**src/rtl/wb_arbiter_if.sv**
```systemverilog
// rtl/wb_arbiter_if.sv - register-file write-port arbiter bus interface
//
// Groups the pipeline writeback request, the multiply/divide result offer,
// and the register-file write port with its status flags.
//   pipe_we/pipe_rd/pipe_data   : pipeline writeback request (to arbiter)
//   md_valid/md_rd/md_data      : multiply/divide result offer (to arbiter)
//   md_ready                    : result queue can accept (from arbiter)
//   ctrl_writeEnable/ctrl_writeReg/data_writeReg : registered write port
//   pending_mask                : registers targeted by queued results
//   stall_pipe                  : asks the pipeline to withhold writebacks
//   proto_err                   : sticky protocol-violation flag
// modport slave is the arbiter's view; modport master is the driver's view.

interface wb_arbiter_if;
    logic        pipe_we;
    logic [4:0]  pipe_rd;
    logic [31:0] pipe_data;
    logic        md_valid;
    logic [4:0]  md_rd;
    logic [31:0] md_data;
    logic        md_ready;
    logic        ctrl_writeEnable;
    logic [4:0]  ctrl_writeReg;
    logic [31:0] data_writeReg;
    logic [31:0] pending_mask;
    logic        stall_pipe;
    logic        proto_err;

    modport slave (
        input  pipe_we, pipe_rd, pipe_data,
        input  md_valid, md_rd, md_data,
        output md_ready,
        output ctrl_writeEnable, ctrl_writeReg, data_writeReg,
        output pending_mask, stall_pipe, proto_err
    );

    modport master (
        output pipe_we, pipe_rd, pipe_data,
        output md_valid, md_rd, md_data,
        input  md_ready,
        input  ctrl_writeEnable, ctrl_writeReg, data_writeReg,
        input  pending_mask, stall_pipe, proto_err
    );
endinterface

```
**src/rtl/wb_arbiter.sv**
```systemverilog
// rtl/wb_arbiter.sv - register-file write-port arbiter with 2-entry mul/div result queue
//
// Ports:
//   clock : rising-edge clock for all state
//   reset : asynchronous active-high reset
//   bus   : wb_arbiter_if.slave (pipeline request, mul/div offer, write port)
//
// The pipeline normally owns the single register-file write port; mul/div
// results wait in a 2-entry FIFO and drain in idle pipeline cycles. An age
// counter on the head raises stall_pipe when the head has waited too long,
// after which the head wins the port. A pipeline write arriving while stalled
// is dropped and recorded in the sticky proto_err flag.

module wb_arbiter (
    input  logic         clock,
    input  logic         reset,
    wb_arbiter_if.slave  bus
);

    typedef struct packed {
        logic [4:0]  rd;
        logic [31:0] data;
    } entry_t;

    // Slot 0 is always the head; slot 1 is only meaningful when count is 2.
    entry_t      slot0_q, slot0_d;
    entry_t      slot1_q, slot1_d;
    logic [1:0]  count_q, count_d;
    logic [1:0]  age_q, age_d;
    logic        stall_q, stall_d;
    logic        err_q, err_d;
    logic [31:0] mask_q, mask_d;
    logic        we_q, we_d;
    logic [4:0]  wreg_q, wreg_d;
    logic [31:0] wdata_q, wdata_d;

    logic        preq;
    logic        md_ready;
    logic        enq;
    logic        deq;
    entry_t      new_entry;
    entry_t      head_mid;
    logic [1:0]  count_mid;

    always_comb begin
        preq      = bus.pipe_we & (bus.pipe_rd != 5'd0);
        md_ready  = (count_q < 2'd2);
        // An offer to r0 is accepted (md_ready is honoured) but never stored.
        enq       = bus.md_valid & md_ready & (bus.md_rd != 5'd0);
        new_entry = '{rd: bus.md_rd, data: bus.md_data};

        we_d    = 1'b0;
        wreg_d  = wreg_q;
        wdata_d = wdata_q;
        deq     = 1'b0;
        err_d   = err_q;

        // While stalled the pipeline must not write; a request anyway is
        // dropped and flagged.
        if (stall_q && preq) begin
            err_d = 1'b1;
        end

        if (stall_q && (count_q != 2'd0)) begin
            we_d    = 1'b1;
            wreg_d  = slot0_q.rd;
            wdata_d = slot0_q.data;
            deq     = 1'b1;
        end else if (preq && !stall_q) begin
            we_d    = 1'b1;
            wreg_d  = bus.pipe_rd;
            wdata_d = bus.pipe_data;
        end else if (count_q != 2'd0) begin
            we_d    = 1'b1;
            wreg_d  = slot0_q.rd;
            wdata_d = slot0_q.data;
            deq     = 1'b1;
        end

        // Dequeue first, then append behind whatever remains so a same-edge
        // enqueue/dequeue keeps arrival order.
        head_mid  = (deq && (count_q == 2'd2)) ? slot1_q : slot0_q;
        count_mid = count_q - {1'b0, deq};

        slot0_d = head_mid;
        slot1_d = slot1_q;
        if (enq) begin
            if (count_mid == 2'd0) begin
                slot0_d = new_entry;
            end else begin
                slot1_d = new_entry;
            end
        end
        count_d = count_mid + {1'b0, enq};

        mask_d = 32'd0;
        if (count_d != 2'd0) begin
            mask_d[slot0_d.rd] = 1'b1;
        end
        if (count_d == 2'd2) begin
            mask_d[slot1_d.rd] = 1'b1;
        end

        age_d = age_q;
        if (deq || (count_q == 2'd0)) begin
            age_d = 2'd0;
        end else if (age_q != 2'd3) begin
            age_d = age_q + 2'd1;
        end

        // Stall rises one edge after the age saturates and falls on the edge
        // that dequeues the head.
        if (deq) begin
            stall_d = 1'b0;
        end else begin
            stall_d = stall_q | (age_q == 2'd3);
        end
    end

    always_ff @(posedge clock or posedge reset) begin
        if (reset) begin
            slot0_q <= '0;
            slot1_q <= '0;
            count_q <= 2'd0;
            age_q   <= 2'd0;
            stall_q <= 1'b0;
            err_q   <= 1'b0;
            mask_q  <= 32'd0;
            we_q    <= 1'b0;
            wreg_q  <= 5'd0;
            wdata_q <= 32'd0;
        end else begin
            slot0_q <= slot0_d;
            slot1_q <= slot1_d;
            count_q <= count_d;
            age_q   <= age_d;
            stall_q <= stall_d;
            err_q   <= err_d;
            mask_q  <= mask_d;
            we_q    <= we_d;
            wreg_q  <= wreg_d;
            wdata_q <= wdata_d;
        end
    end

    assign bus.md_ready         = md_ready;
    assign bus.ctrl_writeEnable = we_q;
    assign bus.ctrl_writeReg    = wreg_q;
    assign bus.data_writeReg    = wdata_q;
    assign bus.pending_mask     = mask_q;
    assign bus.stall_pipe       = stall_q;
    assign bus.proto_err        = err_q;

endmodule

```
**src/flat_wrapper.sv**
```systemverilog
// flat-port wrapper written by rule: the top's interface ports become plain ports
module wb_arbiter_flat 
  (clock, reset, bus_pipe_we, bus_pipe_rd, bus_pipe_data, bus_md_valid, bus_md_rd, bus_md_data, bus_md_ready, bus_ctrl_writeEnable, bus_ctrl_writeReg, bus_data_writeReg, bus_pending_mask, bus_stall_pipe, bus_proto_err);
  wb_arbiter_if bus_i ();
  input  logic clock;
  input  logic reset;
  input wire logic [$bits(bus_i.pipe_we)-1:0] bus_pipe_we;
  input wire logic [$bits(bus_i.pipe_rd)-1:0] bus_pipe_rd;
  input wire logic [$bits(bus_i.pipe_data)-1:0] bus_pipe_data;
  input wire logic [$bits(bus_i.md_valid)-1:0] bus_md_valid;
  input wire logic [$bits(bus_i.md_rd)-1:0] bus_md_rd;
  input wire logic [$bits(bus_i.md_data)-1:0] bus_md_data;
  output wire logic [$bits(bus_i.md_ready)-1:0] bus_md_ready;
  output wire logic [$bits(bus_i.ctrl_writeEnable)-1:0] bus_ctrl_writeEnable;
  output wire logic [$bits(bus_i.ctrl_writeReg)-1:0] bus_ctrl_writeReg;
  output wire logic [$bits(bus_i.data_writeReg)-1:0] bus_data_writeReg;
  output wire logic [$bits(bus_i.pending_mask)-1:0] bus_pending_mask;
  output wire logic [$bits(bus_i.stall_pipe)-1:0] bus_stall_pipe;
  output wire logic [$bits(bus_i.proto_err)-1:0] bus_proto_err;
  assign bus_i.pipe_we = bus_pipe_we;
  assign bus_i.pipe_rd = bus_pipe_rd;
  assign bus_i.pipe_data = bus_pipe_data;
  assign bus_i.md_valid = bus_md_valid;
  assign bus_i.md_rd = bus_md_rd;
  assign bus_i.md_data = bus_md_data;
  assign bus_md_ready = bus_i.md_ready;
  assign bus_ctrl_writeEnable = bus_i.ctrl_writeEnable;
  assign bus_ctrl_writeReg = bus_i.ctrl_writeReg;
  assign bus_data_writeReg = bus_i.data_writeReg;
  assign bus_pending_mask = bus_i.pending_mask;
  assign bus_stall_pipe = bus_i.stall_pipe;
  assign bus_proto_err = bus_i.proto_err;
  wb_arbiter u_core (.clock(clock), .reset(reset), .bus(bus_i));
endmodule
```
**config.mk**
```make
export PLATFORM = sky130hd
export DESIGN_NAME = wb_arbiter_flat
export DESIGN_NICKNAME = d
export VERILOG_FILES = /design/src/rtl/wb_arbiter_if.sv /design/src/rtl/wb_arbiter.sv /design/src/flat_wrapper.sv
export SDC_FILE = /design/constraint.sdc
export NUM_CORES = 1
export LEC_CHECK = 0
export ABC_CLOCK_PERIOD_IN_PS = 6300
export BUFFER_PORTS_ARGS = -buffer_cell sky130_fd_sc_hd__buf_2
export CORE_MARGIN = 2
export CORE_UTILIZATION = 55
export DETAILED_ROUTE_END_ITERATION = 6
export HOLD_SLACK_MARGIN = 0.08
export PLACE_DENSITY = 0.92
export SLEW_MARGIN = 20
export SYNTH_ARGS = -nofsm -noshare
export SYNTH_HDL_FRONTEND = slang
export SYNTH_SLANG_ARGS = --single-unit
```
**constraint.sdc**
```tcl
create_clock -name clock -period 6.3 [get_ports clock]
set_input_delay 0.945 -clock clock [delete_from_list [all_inputs] [get_ports clock]]
set_output_delay 0.945 -clock clock [all_outputs]
set_load 0.05 [all_outputs]
```
Word-level counts from Yosys, hierarchy flattened
Cells that the tools add are included.
{ "op_classes": {"n_mux": 25, "n_addsub": 3, "eq_ne": 4, "reduce_logical": 17, "n_lt_le_gt_ge": 5, "bitwise": 6} }
{ "op_table": {"columns": ["op", "count"], "rows": [
  ["$mux 37", 5],
  ["$mux 32", 5],
  ["$or 32x32->32", 1],
  ["$mux 5", 3],
  ["$lt 5x6->1 const B", 2],
  ["$demux 1 s5", 2],
  ["$ge 5x1->1 const B", 2],
  ["$reduce_bool 5->1", 2],
  ["$mux 1", 8],
  ["$eq 2x2->1 const B", 3],
  ["$logic_and 1x1->1", 6],
  ["$reduce_bool 2->1", 3],
  ["$logic_not 2->1", 2],
  ["$mux 2", 2],
  ["$and 1x1->1", 3],
  ["$reduce_bool 3->1", 1],
  ["$add 2x1->2", 1],
  ["$add 2x1->2 const B", 1],
  ["$lt 2x2->1 const B", 1],
  ["$ne 2x2->1 const B", 1],
  ["$reduce_and 2->1", 1],
  ["$sub 2x1->2", 1],
  ["$logic_not 1->1", 1],
  ["$logic_or 1x1->1", 1],
  ["2 further kinds", 2]
]} }
{ "totals": {"output_inout_bits": 73, "regBits": 150} }

Depth between registers and ports, before layout
Gate-level depths: netlist of the first run.
{ "logic_depth": {"depth_word": 16, "ltp_mapped": 13, "mapped_depth_nobuf": 12} }

Worst setup path before layout of the first run
OpenSTA, ideal clock, no wires.
{ "synth_timing": {"path_kind": "in2reg", "from": "input bus_pipe_rd[1]", "to": "register u_core.slot1_q[0] in the netlist's numbering", "path_slack_ns": 2.310, "path_stages": 11, "n_path_buf": 3, "required_time_ns": 6.175, "arrival_ns": 3.865, "setup_ns": 0.125, "path_cell_list": "or3_4 o31ai_1 nor2_1 clkbuf_1 nor2_1 ha_1 or3b_1 clkbuf_1 a21oi_2 buf_2 mux2_2"} }
{ "synth_between": {"elab_chain_len": 9} }
{ "synth_rtl": {"columns": ["element", "line_no", "text"], "rows": [
  ["start: declaration", "flat_wrapper.sv:8", "input wire logic [$bits(bus_i.pipe_rd)-1:0] bus_pipe_rd;"],
  ["$reduce_bool 5->1", "wb_arbiter.sv:46", "preq = bus.pipe_we & (bus.pipe_rd != 5'd0);"],
  ["$and 1x1->1", "wb_arbiter.sv:46", null],
  ["$logic_and 1x1->1", "wb_arbiter.sv:69", "end else if (preq && !stall_q) begin"],
  ["$mux 1", "wb_arbiter.sv:69", null],
  ["$mux 1", "wb_arbiter.sv:64", "if (stall_q && (count_q != 2'd0)) begin"],
  ["$sub 2x1->2", "wb_arbiter.sv:83", "count_mid = count_q - {1'b0, deq};"],
  ["$logic_not 2->1", "wb_arbiter.sv:88", "if (count_mid == 2'd0) begin"],
  ["$not 1->1 (no line)", null, null],
  ["$reduce_and 2->1 (no line)", null, null],
  ["end signal: assignment", "wb_arbiter.sv:134", "slot1_q <= slot1_d;"],
  ["end: declaration", "wb_arbiter.sv:27", "entry_t slot1_q, slot1_d;"]
]} }
Every way passes these cells.
A chain may end at the register's enable or synchronous reset.

Worst setup path in the final report of the first run
{ "layout_timing": {"from": "input bus_pipe_rd[1]", "to": "register u_core.mask_q[16], in the netlist u_core.bus.pending_mask[16]"} }
{ "layout_between": {"elab_chain_len": 16, "elab_cells_between_ends": 29} }
{ "layout_rtl": {"columns": ["element", "line_no", "text"], "rows": [
  ["$reduce_bool 5->1 *", "wb_arbiter.sv:46", null],
  ["$and 1x1->1 *", "wb_arbiter.sv:46", null],
  ["$logic_and 1x1->1 *", "wb_arbiter.sv:69", null],
  ["$mux 1 *", "wb_arbiter.sv:69", null],
  ["$mux 1 *", "wb_arbiter.sv:64", null],
  ["$sub 2x1->2 or $logic_and 1x1->1 (tied branches)", "wb_arbiter.sv:83, wb_arbiter.sv:82", null],
  ["$logic_not 2->1 or $mux 37 (tied branches)", "wb_arbiter.sv:88, wb_arbiter.sv:82", null],
  ["$mux 37", "wb_arbiter.sv:88", null],
  ["$mux 37", "wb_arbiter.sv:87", "if (enq) begin"],
  ["$lt 5x6->1 (not written as such) or $ge 5x1->1 (tied branches)", "wb_arbiter.sv:98", "mask_d[slot0_d.rd] = 1'b1;"],
  ["$logic_and 1x1->1 (not written as such)", "wb_arbiter.sv:98", null],
  ["$mux 1 (not written as such)", "wb_arbiter.sv:98", null],
  ["$demux 1 s5", null, null],
  ["$mux 32", "wb_arbiter.sv:97", "if (count_d != 2'd0) begin"],
  ["$or 32x32->32 (no line)", null, null],
  ["$mux 32 *", "wb_arbiter.sv:100", "if (count_d == 2'd2) begin"],
  ["net u_core.mask_d[16]", "wb_arbiter.sv:32", "logic [31:0] mask_q, mask_d;"],
  ["end signal: assignment", "wb_arbiter.sv:139", "mask_q <= mask_d;"],
  ["end: declaration", "wb_arbiter.sv:32", null]
]} }
Mark *: on every way through the listed nets, which the timed path passes. The rest lies on a longest branch.

==> results of run 1 <==
-- area by class of cell --
type | instances | area [um2] | area share, %
flip-flops and latches | 150 | 3750 | 44.4
clock inverters | 12 | 175 | 2.07
repair buffers | 156 | 816 | 9.65
well taps | 172 | 215 | 2.55
inverters | 9 | 38.8 | 0.459
clock buffers | 20 | 457 | 5.40
multi-input cells | 424 | 3000 | 35.5
-- worst paths after layout --
check | start | depth (start not counted) | end | slack, ns
max in group asynchronous | reset | 3 | u_core.slot0_q[8] | 4.45
min in group asynchronous | reset | 2 | u_core.bus.data_writeReg[26] | 0.67
max | bus_pipe_rd[1] | 11 | u_core.bus.pending_mask[16] | 2.15
min reg2reg | u_core.bus.proto_err | 1 | u_core.bus.proto_err | 0.49
min | u_core.bus.proto_err | 1 | u_core.bus.proto_err | 0.49
max reg2reg | u_core.count_q[1] | 9 | u_core.bus.pending_mask[16] | 2.61
-- report_power, final --
part           internal [mW]  total [mW]  switching, mW
registers               1.40        1.70          0.297
logic                  0.794        2.41           1.61
clock network          0.683        1.07          0.389
total                   2.88        5.17           2.30
-- critical path: stages --
cell and delay [ns]:
buf_2 0.11, or3_4 0.40, o31ai_1 0.62, nor2_4 0.04
nor2_1 0.17, ha_1 0.30, nor3b_1 0.53, o21ai_1 0.37
a221oi_1 0.53, nand2b_1 0.22, o22ai_1 0.23
-- cells in the mapped netlist, types with 2 or more instances --
cell	number	area [um2]
a211oi_2	4	50.1
nor4_1	6	37.5
a31oi_1	2	12.5
a211oi_1	3	22.5
nand2_1	86	323
buf_2	8	40.0
o21ai_0	54	270
or3_1	3	18.8
nand2b_1	17	106
o22a_1	3	26.3
nor3_1	2	10.0
mux2_2	34	383
a41o_1	4	40.0
o311ai_1	3	26.3
o41ai_1	4	35.0
inv_1	9	33.8
nor2b_1	3	18.8
mux2i_1	75	751
o22ai_1	34	213
dfrtp_1	150	3750
buf_6	4	45.0
clkbuf_1	24	90.1
o221ai_2	2	30.0
and3_1	2	12.5
ha_1	3	37.5
a21oi_1	8	40.0
nor2_1	15	56.3
o21ai_1	29	145
or2_2	3	18.8
o22ai_2	2	25.0
-- kinds of logic (layout without fill, tap and decap cells) --
group                      after synthesis  after routing  synth area share, %
AOI/OAI and AO/OA                      164            164                 15.4
DFF                                    150            150                 54.0
and+or+nand+nor                        146            146                 10.0
muxes                                  109            109                 16.3
buffers and inverters                   47            197                 3.35
adders and majority gates                3              3                0.540
xor gates and xnor gates                 2              2                0.468
-- per-stage QoR --
step	instances	worst slack, ns
finish	943	2.15
global route	943	1.94
CTS	942	2.20
detailed placement	910	1.79
global placement	910	1.88
floorplan	621	1.32
-- per-layer routing --
| metal | vias up | GRT usage [%] | wire length [um] |
|---|---|---|---|
| met2 | 283 | 39.5 | 8100 |
| met4 | 0 | 10.2 | 342 |
| met5 | - | 0 | 0 |
| met1 | 2651 | 33.6 | 6850 |
| li1 | 2528 | - | - |
| met3 | 35 | 7.21 | 1470 |
-- flip-flops by register name, summed over array words and instances, names as in the netlist --
register,cells
u_core.age_q,2
u_core.slot1_q,37
u_core.bus.pending_mask,32
u_core.bus.stall_pipe,1
u_core.bus.proto_err,1
u_core.bus.data_writeReg,32
u_core.count_q,2
u_core.slot0_q,37
u_core.bus.ctrl_writeEnable,1
u_core.bus.ctrl_writeReg,5
==> flow_metrics.tcl, run 1 <==
set metrics [dict create \
    cts_htree_levels 4 \
    synth_flop_cell "dfrtp_1" \
    finish.net_count 839 \
    critPathArrivalTime_ns 4.47 \
    cts.repair_timing.setup_buffer_count 0 \
    slew_headroom_pct 34.8 \
    drt_pre_antenna_iters 4 \
    drv_cap 0 \
    drc_errors 0 \
    status "complete, no violations" \
    rsz_0062_raised_after_global_routing "false" \
    path_clk_slew_ns 0.06 \
    p_leak_nw 3.85 \
    synth_sequential_area_ratio_pct 54.0 \
    crit_type "input port to register" \
    fin_crit_sh_pct 65.8 \
    postLayoutCellArea_um2 8460 \
    cts_root_buf "clkbuf_16" \
    core_region_area_um2 12500 \
    worst_pin_slew_ns 0.970 \
    globalRouteOverflowTotal 0 \
    timing.hold.ws_ns 0.489 \
    die_area_um2 13600 \
    place_hpwl_mm 11.1 \
    grt_start_max_net_pins 95 \
    global_route_wire_length_before_repair_mm 26.5 \
    synth_seq_cells 150 \
    antennaDiodeCount 0 \
    routedWlPerCell_um 17.8 \
    synth-edff-count 0 \
    fin_worst_skew_ns 0.00664 \
    holdBufCountCts 0 \
    fin_setup_tns_ns 0 \
    first_global_vias 5365 \
    start_util_pct 55.8 \
    total_power_mw 5.17 \
    design.portCount 151 \
    async_set_or_reset_flop_fraction_in_the_synthesized_netlist_pct 100 \
    cts_resized 0 \
    n_fill_cell 895 \
    power_density_nw_per_um2 612 \
    netlist_instances 621 \
    syn_area_per_cell_um2 11.2 \
    final_core_util_pct 67.8 \
    finalSetupViolations 0 \
    detailedRoute.firstIterationViolations 444 \
    post_dp_cell_area_um2 7800 \
    critical_path_required_ns 6.62 \
    routed-via-count 5497 \
    cts_num_sinks 150 \
    core.rowCount 41 \
    synth_fp_nets 702 \
    number_of_buffers_inserted_during_clock_tree_synthesis 17 \
    detail_route.wirelength_mm 16.8 \
    clock.fmax_ghz 0.241 \
    synth.cell_area_um2 6950 \
    finalWeightedCongestion 0.946 \
    post_drt_via_cell_ratio 5.83 \
    cts-root-to-sink-buffers 2 \
    worst_skew_pair_latency_ns 0.43 \
    cp-start-kind "input port" \
    worstPathMaxFanout 7 \
    layout_min_cycle_time_ns 4.15 \
    cts_tree "yes" \
    placement.io_buffers 150 \
    timing_max_transition_violations_final 0 \
    yosysUniqueCellTypes 55 \
    area_growth_pct 21.6 \
    die-width_um 116 \
    fraction_of_final_layout_cells_with_drive_strength_greater_than_1_pct 31.9 \
    hold_viol 0 \
    maximum_vdd_ir_drop_mv 0.395 \
    drt.antenna.violating_nets 0 \
    grt_total_usage_pct 25.3 \
    yosysWarningCount 0 \
    initial_antenna_violation_count 0 \
    die-height_um 116 \
    most-common-layout-cells "buf_2 (150), dfrtp_1 (150), nand2_1 (86)" \
    cp-end-kind "register" \
    hp-class "register to register" \
]
Note: power is estimated with default switching activity, not from simulation.
==> run 2: changes to the inputs <==
--- a/config.mk
+++ b/config.mk
@@ -5,13 +5,13 @@
 export SDC_FILE = /design/constraint.sdc
 export NUM_CORES = 1
 export LEC_CHECK = 0
-export ABC_CLOCK_PERIOD_IN_PS = 6300
+export ABC_CLOCK_PERIOD_IN_PS = 3660
 export BUFFER_PORTS_ARGS = -buffer_cell sky130_fd_sc_hd__buf_2
 export CORE_MARGIN = 2
-export CORE_UTILIZATION = 55
+export CORE_UTILIZATION = 49
 export DETAILED_ROUTE_END_ITERATION = 6
 export HOLD_SLACK_MARGIN = 0.08
-export PLACE_DENSITY = 0.92
+export PLACE_DENSITY = 0.87
 export SLEW_MARGIN = 20
 export SYNTH_ARGS = -nofsm -noshare
 export SYNTH_HDL_FRONTEND = slang
==> constraint.sdc (replaced) <==
create_clock -name clock -period 3.66 [get_ports clock]
set_input_delay 0.549 -clock clock [delete_from_list [all_inputs] [get_ports clock]]
set_output_delay 0.549 -clock clock [all_outputs]
set_load 0.05 [all_outputs]
==> run 2 against run 1 <==
Net effect: sequential power rose by 71%; wire length fell by 2.2%; die area rose by 12%; hold slack got worse by 0.22 ns; critical path type unchanged.
==> flow_metrics.tcl, run 2 (synthesis results as in run 1) <==
set metrics [dict create \
    fin_setup_tns_ns 0 \
    hp-class "input port to async pin" \
    cts-root-to-sink-buffers 2 \
    cp-start-kind "input port" \
    cts_num_sinks 150 \
    worst_skew_pair_latency_ns 0.42 \
    number_of_buffers_inserted_during_clock_tree_synthesis 17 \
    drv_cap 0 \
    most-common-layout-cells "buf_2 (150), dfrtp_1 (150), nand2_1 (86)" \
    path_clk_slew_ns 0.06 \
    status "complete, no violations" \
    grt_start_max_net_pins 79 \
    rsz_0062_raised_after_global_routing "false" \
    fin_crit_sh_pct 85.2 \
    drt_pre_antenna_iters 5 \
    reg_top3 "u_core.slot0_q: 37 flops, u_core.slot1_q: 37 flops" \
    slew_headroom_pct 47.7 \
    fin_worst_skew_ns 0.00942 \
    start_util_pct 50.1 \
    crit_type "input port to register" \
    cts_resized 0 \
    cp_slowest_stage_delay_ns 0.53 \
    placement.io_buffers 150 \
    routedWlPerCell_um 17.0 \
    layout_min_cycle_time_ns 3.12 \
    critPathArrivalTime_ns 3.45 \
    cts.repair_timing.setup_buffer_count 0 \
    p_leak_nw 3.90 \
    antennaDiodeCount 0 \
    place_hpwl_mm 11.2 \
    cts_tree "yes" \
    holdBufCountCts 0 \
    post_drt_via_cell_ratio 5.69 \
    detailedRoute.firstIterationViolations 355 \
    detail_route.wirelength_mm 16.4 \
    critical_path_required_ns 3.99 \
    crit_path_cell_trace "buf_2 -> or3_4 -> o31ai_1 -> buf_4 -> nor2_4 -> nor2_1 -> ha_1 -> or3b_1 -> mux2i_1 -> nand2_1 -> or3_1 -> o22ai_1" \
    area_growth_pct 23.3 \
    worstPathMaxFanout 8 \
    cp-end-kind "register" \
    global_route_wire_length_before_repair_mm 26.8 \
    clock.fmax_ghz 0.321 \
    die-width_um 123 \
    worst_pin_slew_ns 0.783 \
    drc_errors 0 \
    cpMaxStageDelayCell "or3b_1" \
    routed-via-count 5495 \
    cts_htree_levels 4 \
    cts_root_buf "clkbuf_16" \
    die_area_um2 15200 \
    power_density_nw_per_um2 1050 \
    first_global_vias 5445 \
    core.rowCount 43 \
    timing_max_transition_violations_final 0 \
    initial_antenna_violation_count 1 \
    core_region_area_um2 13900 \
    maximum_vdd_ir_drop_mv 0.477 \
    globalRouteOverflowTotal 0 \
    hold_viol 0 \
    total_power_mw 8.98 \
    finalSetupViolations 0 \
    design.portCount 151 \
    finish.net_count 853 \
    grt_total_usage_pct 22.8 \
    finalWeightedCongestion 0.887 \
    die-height_um 123 \
    drt.antenna.violating_nets 0 \
    fraction_of_final_layout_cells_with_drive_strength_greater_than_1_pct 33.0 \
]
## run 2: changes by cell type in the layout (fill, tap and decap cells not counted), sizes merged
cell	change
buf	+14
clkbuf	+1
clkinv	-4
clkinvlp	+3
## run 2: worst max-delay path, delay by kind of cell
kind,cells,cell delay [ns]
buffers and inverters,2,0.29
adder cells (fa/ha/maj),1,0.30
AO/OA/AOI/OAI,2,0.39
AND/OR/NAND/NOR,6,1.65
multiplexers,1,0.26
## run 2: cell type report
type / instances / area [um2]
Clock buffer: 21 / 460
Clock inverter: 11 / 171
Fill cell: 1123 / 5310
Inverter: 9 / 37.5
Multi-Input combinational cell: 424 / 3000
Sequential cell: 150 / 3750
Tap cell: 180 / 225
Timing Repair Buffer: 170 / 926
## run 2: power breakdown
group          internal, mW  total (mW)  switching, mW
Combinational          1.45        4.20           2.75
Sequential             2.41        2.91          0.502
Clock                  1.18        1.86          0.683
Total                  5.04        8.98           3.94
## run 2: worst paths after layout
check | startpoint | end | slack [ns] | cells past startpoint
worst max-delay path | bus_pipe_rd[1] | u_core.bus.pending_mask[4] | 0.54 | 12
worst min-delay path | reset | u_core.bus.pending_mask[21] | 0.27 | 2
worst max register to register | u_core.count_q[1] | u_core.bus.pending_mask[4] | 1.04 | 8
worst min register to register | u_core.bus.proto_err | u_core.bus.proto_err | 0.50 | 1
max in group asynchronous | reset | u_core.bus.ctrl_writeReg[1] | 2.45 | 3
min in group clock | bus_pipe_data[15] | u_core.bus.data_writeReg[15] | 0.33 | 3
## run 2: through the flow
| stage | cell area [um2] | cells | worst slack, ns | hold slack (ns) | util [%] |
|---|---|---|---|---|---|
| after detailed placement | 7940 | 933 | 0.147 | 0.476 | 57.2 |
| after global placement | 7940 | 933 | 0.269 | 0.474 | 57.2 |
| after CTS | 8570 | 965 | 0.578 | 0.272 | 61.8 |
| final | 8570 | 965 | 0.542 | 0.270 | 61.8 |
| after floorplan | 6960 | 621 | 0.0661 | 0.480 | - |
| after global routing | 8570 | 965 | 0.319 | 0.314 | 61.8 |
## run 2: metal layers
metal / share of wire (%) / up-vias / global-route usage [%] / routed length [um]
li1: - / 2546 / - / -
met1: 43 / 2654 / 29.8 / 7000
met2: 48 / 255 / 35.4 / 7850
met3: 7.1 / 38 / 6.37 / 1160
met4: 2.2 / 2 / 10.4 / 365
met5: 0.079 / - / 0 / 13
==> run 3: changes to the inputs <==
--- a/config.mk
+++ b/config.mk
@@ -8,10 +8,10 @@
 export ABC_CLOCK_PERIOD_IN_PS = 3660
 export BUFFER_PORTS_ARGS = -buffer_cell sky130_fd_sc_hd__buf_2
 export CORE_MARGIN = 2
-export CORE_UTILIZATION = 49
+export CORE_UTILIZATION = 35
 export DETAILED_ROUTE_END_ITERATION = 6
 export HOLD_SLACK_MARGIN = 0.08
-export PLACE_DENSITY = 0.87
+export PLACE_DENSITY = 0.69
 export SLEW_MARGIN = 20
 export SYNTH_ARGS = -nofsm -noshare
 export SYNTH_HDL_FRONTEND = slang
==> constraint.sdc (replaced) <==
create_clock -name clock -period 3.66 [get_ports clock]
set_input_delay 0.366 -clock clock [delete_from_list [all_inputs] [get_ports clock]]
set_output_delay 0.366 -clock clock [all_outputs]
set_load 0.05 [all_outputs]
==> run 3 against run 2 <==
Net effect: sequential cell count unchanged; first-iteration DRC count grew 21%; power down 2.7%; via count is 3.8% lower; critical path type unchanged.
==> flow_metrics.tcl, run 3 (synthesis results as in run 1) <==
set metrics [dict create \
    cts_htree_levels 4 \
    ff_latch_area_um2 3750 \
    die_area_um2 21000 \
    startpoint_of_the_most_critical_register_to_register_path "u_core.bus.stall_pipe" \
    fin_worst_skew_ns 0.0102 \
    regToRegSetupSlack_ns 0.96 \
    r2r_cells 9 \
    drt_pre_antenna_iters 4 \
    drv_cap 0 \
    finish.net_count 850 \
    core_region_area_um2 19500 \
    initial_antenna_violation_count 1 \
    cts-root-to-sink-buffers 2 \
    detail_route.wirelength_mm 17.0 \
    layout_min_cycle_time_ns 3.01 \
    routed-via-count 5287 \
    worstPathMaxFanout 17 \
    global_route_wire_length_before_repair_mm 27.8 \
    cts_tree "yes" \
    cts_root_buf "clkbuf_16" \
    hold-path-cell-count 3 \
    hold_viol 0 \
    post_drt_via_cell_ratio 5.04 \
    die-height_um 145 \
    die-width_um 145 \
    timing.hold.ws_ns 0.144 \
    path_clk_slew_ns 0.07 \
    status "complete, no violations" \
    worst_skew_pair_latency_ns 0.42 \
    clock.fmax_ghz 0.332 \
    number_of_buffers_inserted_during_clock_tree_synthesis 17 \
    detailedRoute.firstIterationViolations 428 \
    cts.repair_timing.setup_buffer_count 0 \
    finalWeightedCongestion 0.838 \
    cp-start-kind "input port" \
    maximum_vdd_ir_drop_mv 0.565 \
    reg_top3 "u_core.slot0_q: 37 flops, u_core.slot1_q: 37 flops" \
    timing_max_transition_violations_final 0 \
    rsz_0062_raised_after_global_routing "false" \
    design.portCount 151 \
    holdBufCountCts 1 \
    fraction_of_final_layout_cells_with_drive_strength_greater_than_1_pct 32.9 \
    core.rowCount 51 \
    fin_crit_sh_pct 82.3 \
    finalSetupViolations 0 \
    first_global_vias 5242 \
    critPathArrivalTime_ns 3.27 \
    area_growth_pct 23.7 \
    worst_pin_slew_ns 0.909 \
    drc_errors 0 \
    globalRouteOverflowTotal 0 \
    fin_setup_tns_ns 0 \
    hold-path-endpoint "u_core.bus.data_writeReg[11]" \
    critical_path.reg2reg.endpoint "u_core.bus.pending_mask[9]" \
    drt.antenna.violating_nets 0 \
    place_hpwl_mm 11.7 \
    start_util_pct 35.7 \
    grt_start_max_net_pins 85 \
    placement.io_buffers 150 \
    slew_headroom_pct 38.9 \
    p_leak_nw 3.85 \
    power_density_nw_per_um2 1020 \
    most-common-layout-cells "buf_2 (150), dfrtp_1 (150), nand2_1 (86)" \
    cts_resized 0 \
    grt_total_usage_pct 16.4 \
    holdCritStartpoint "bus_pipe_data[11]" \
    n_fill_cell 1868 \
    hp-class "input port to register" \
    critical_path_required_ns 3.91 \
    routedWlPerCell_um 16.2 \
    cp-end-kind "register" \
    cts_num_sinks 150 \
    crit_type "input port to register" \
    multi_input_comb_area_um2 3000 \
]
==> run 3: stage by stage <==
stage / util (%) / cells / power (mW) / worst slack [ns] / cell area [um2]
floorplan: - / 621 / 6.00 / 0.249 / 6960
global placement: 41.2 / 1014 / 7.02 / 0.310 / 8020
detailed placement: 41.2 / 1014 / 7.10 / 0.230 / 8020
finish: 44.2 / 1048 / 8.74 / 0.646 / 8600
CTS: 44.2 / 1047 / 8.81 / 0.676 / 8600
global route: 44.2 / 1047 / 9.27 / 0.469 / 8600
==> run 3: report_power, final <==
group / internal [mW] / switching [mW]
sequential: 2.41 / 0.473
clock: 0.950 / 0.730
combinational: 1.42 / 2.76
==> run 3: worst max-delay path by stage <==
stage / from / endpoint / cells past startpoint
5_1_grt: bus_pipe_rd[1] / u_core.bus.pending_mask[25] / 13
2_1_floorplan: bus_pipe_rd[1] / u_core.slot1_q[0] / 11
6_report: bus_pipe_rd[1] / u_core.bus.pending_mask[9] / 13
4_1_cts: bus_pipe_rd[1] / u_core.bus.pending_mask[9] / 13
3_5_place_dp: bus_pipe_rd[1] / u_core.bus.pending_mask[9] / 13
3_3_place_gp: bus_pipe_rd[1] / u_core.bus.pending_mask[9] / 13
==> run 3: routing by layer <==
layer,global-route usage (%),part of all wire [%],up-vias
met5,0,0,-
met4,5.64,1.7,0
met3,4.53,5.7,20
met2,25.8,47,162
met1,21.7,46,2559
li1,-,-,2546
==> run 3: final cells by class <==
type | count | area share, %
clock inverters | 15 | 1.66
repair buffers | 167 | 10.5
multi-input cells | 424 | 34.9
clock buffers | 17 | 4.95
inverters | 9 | 0.436
well taps | 265 | 3.86
flip-flops and latches | 150 | 43.6
diodes | 1 | 0.0291
==> run 3: worst max-delay path, stage by stage <==
cell and delay, ns:
buf_2 0.11, or3_4 0.41, o31ai_1 0.20, buf_4 0.18
nor2_4 0.04, nor2_1 0.15, ha_1 0.29, or3b_1 0.53
a21oi_4 0.23, buf_12 0.18, o31a_1 0.25, nand2b_1 0.21
o22ai_1 0.11
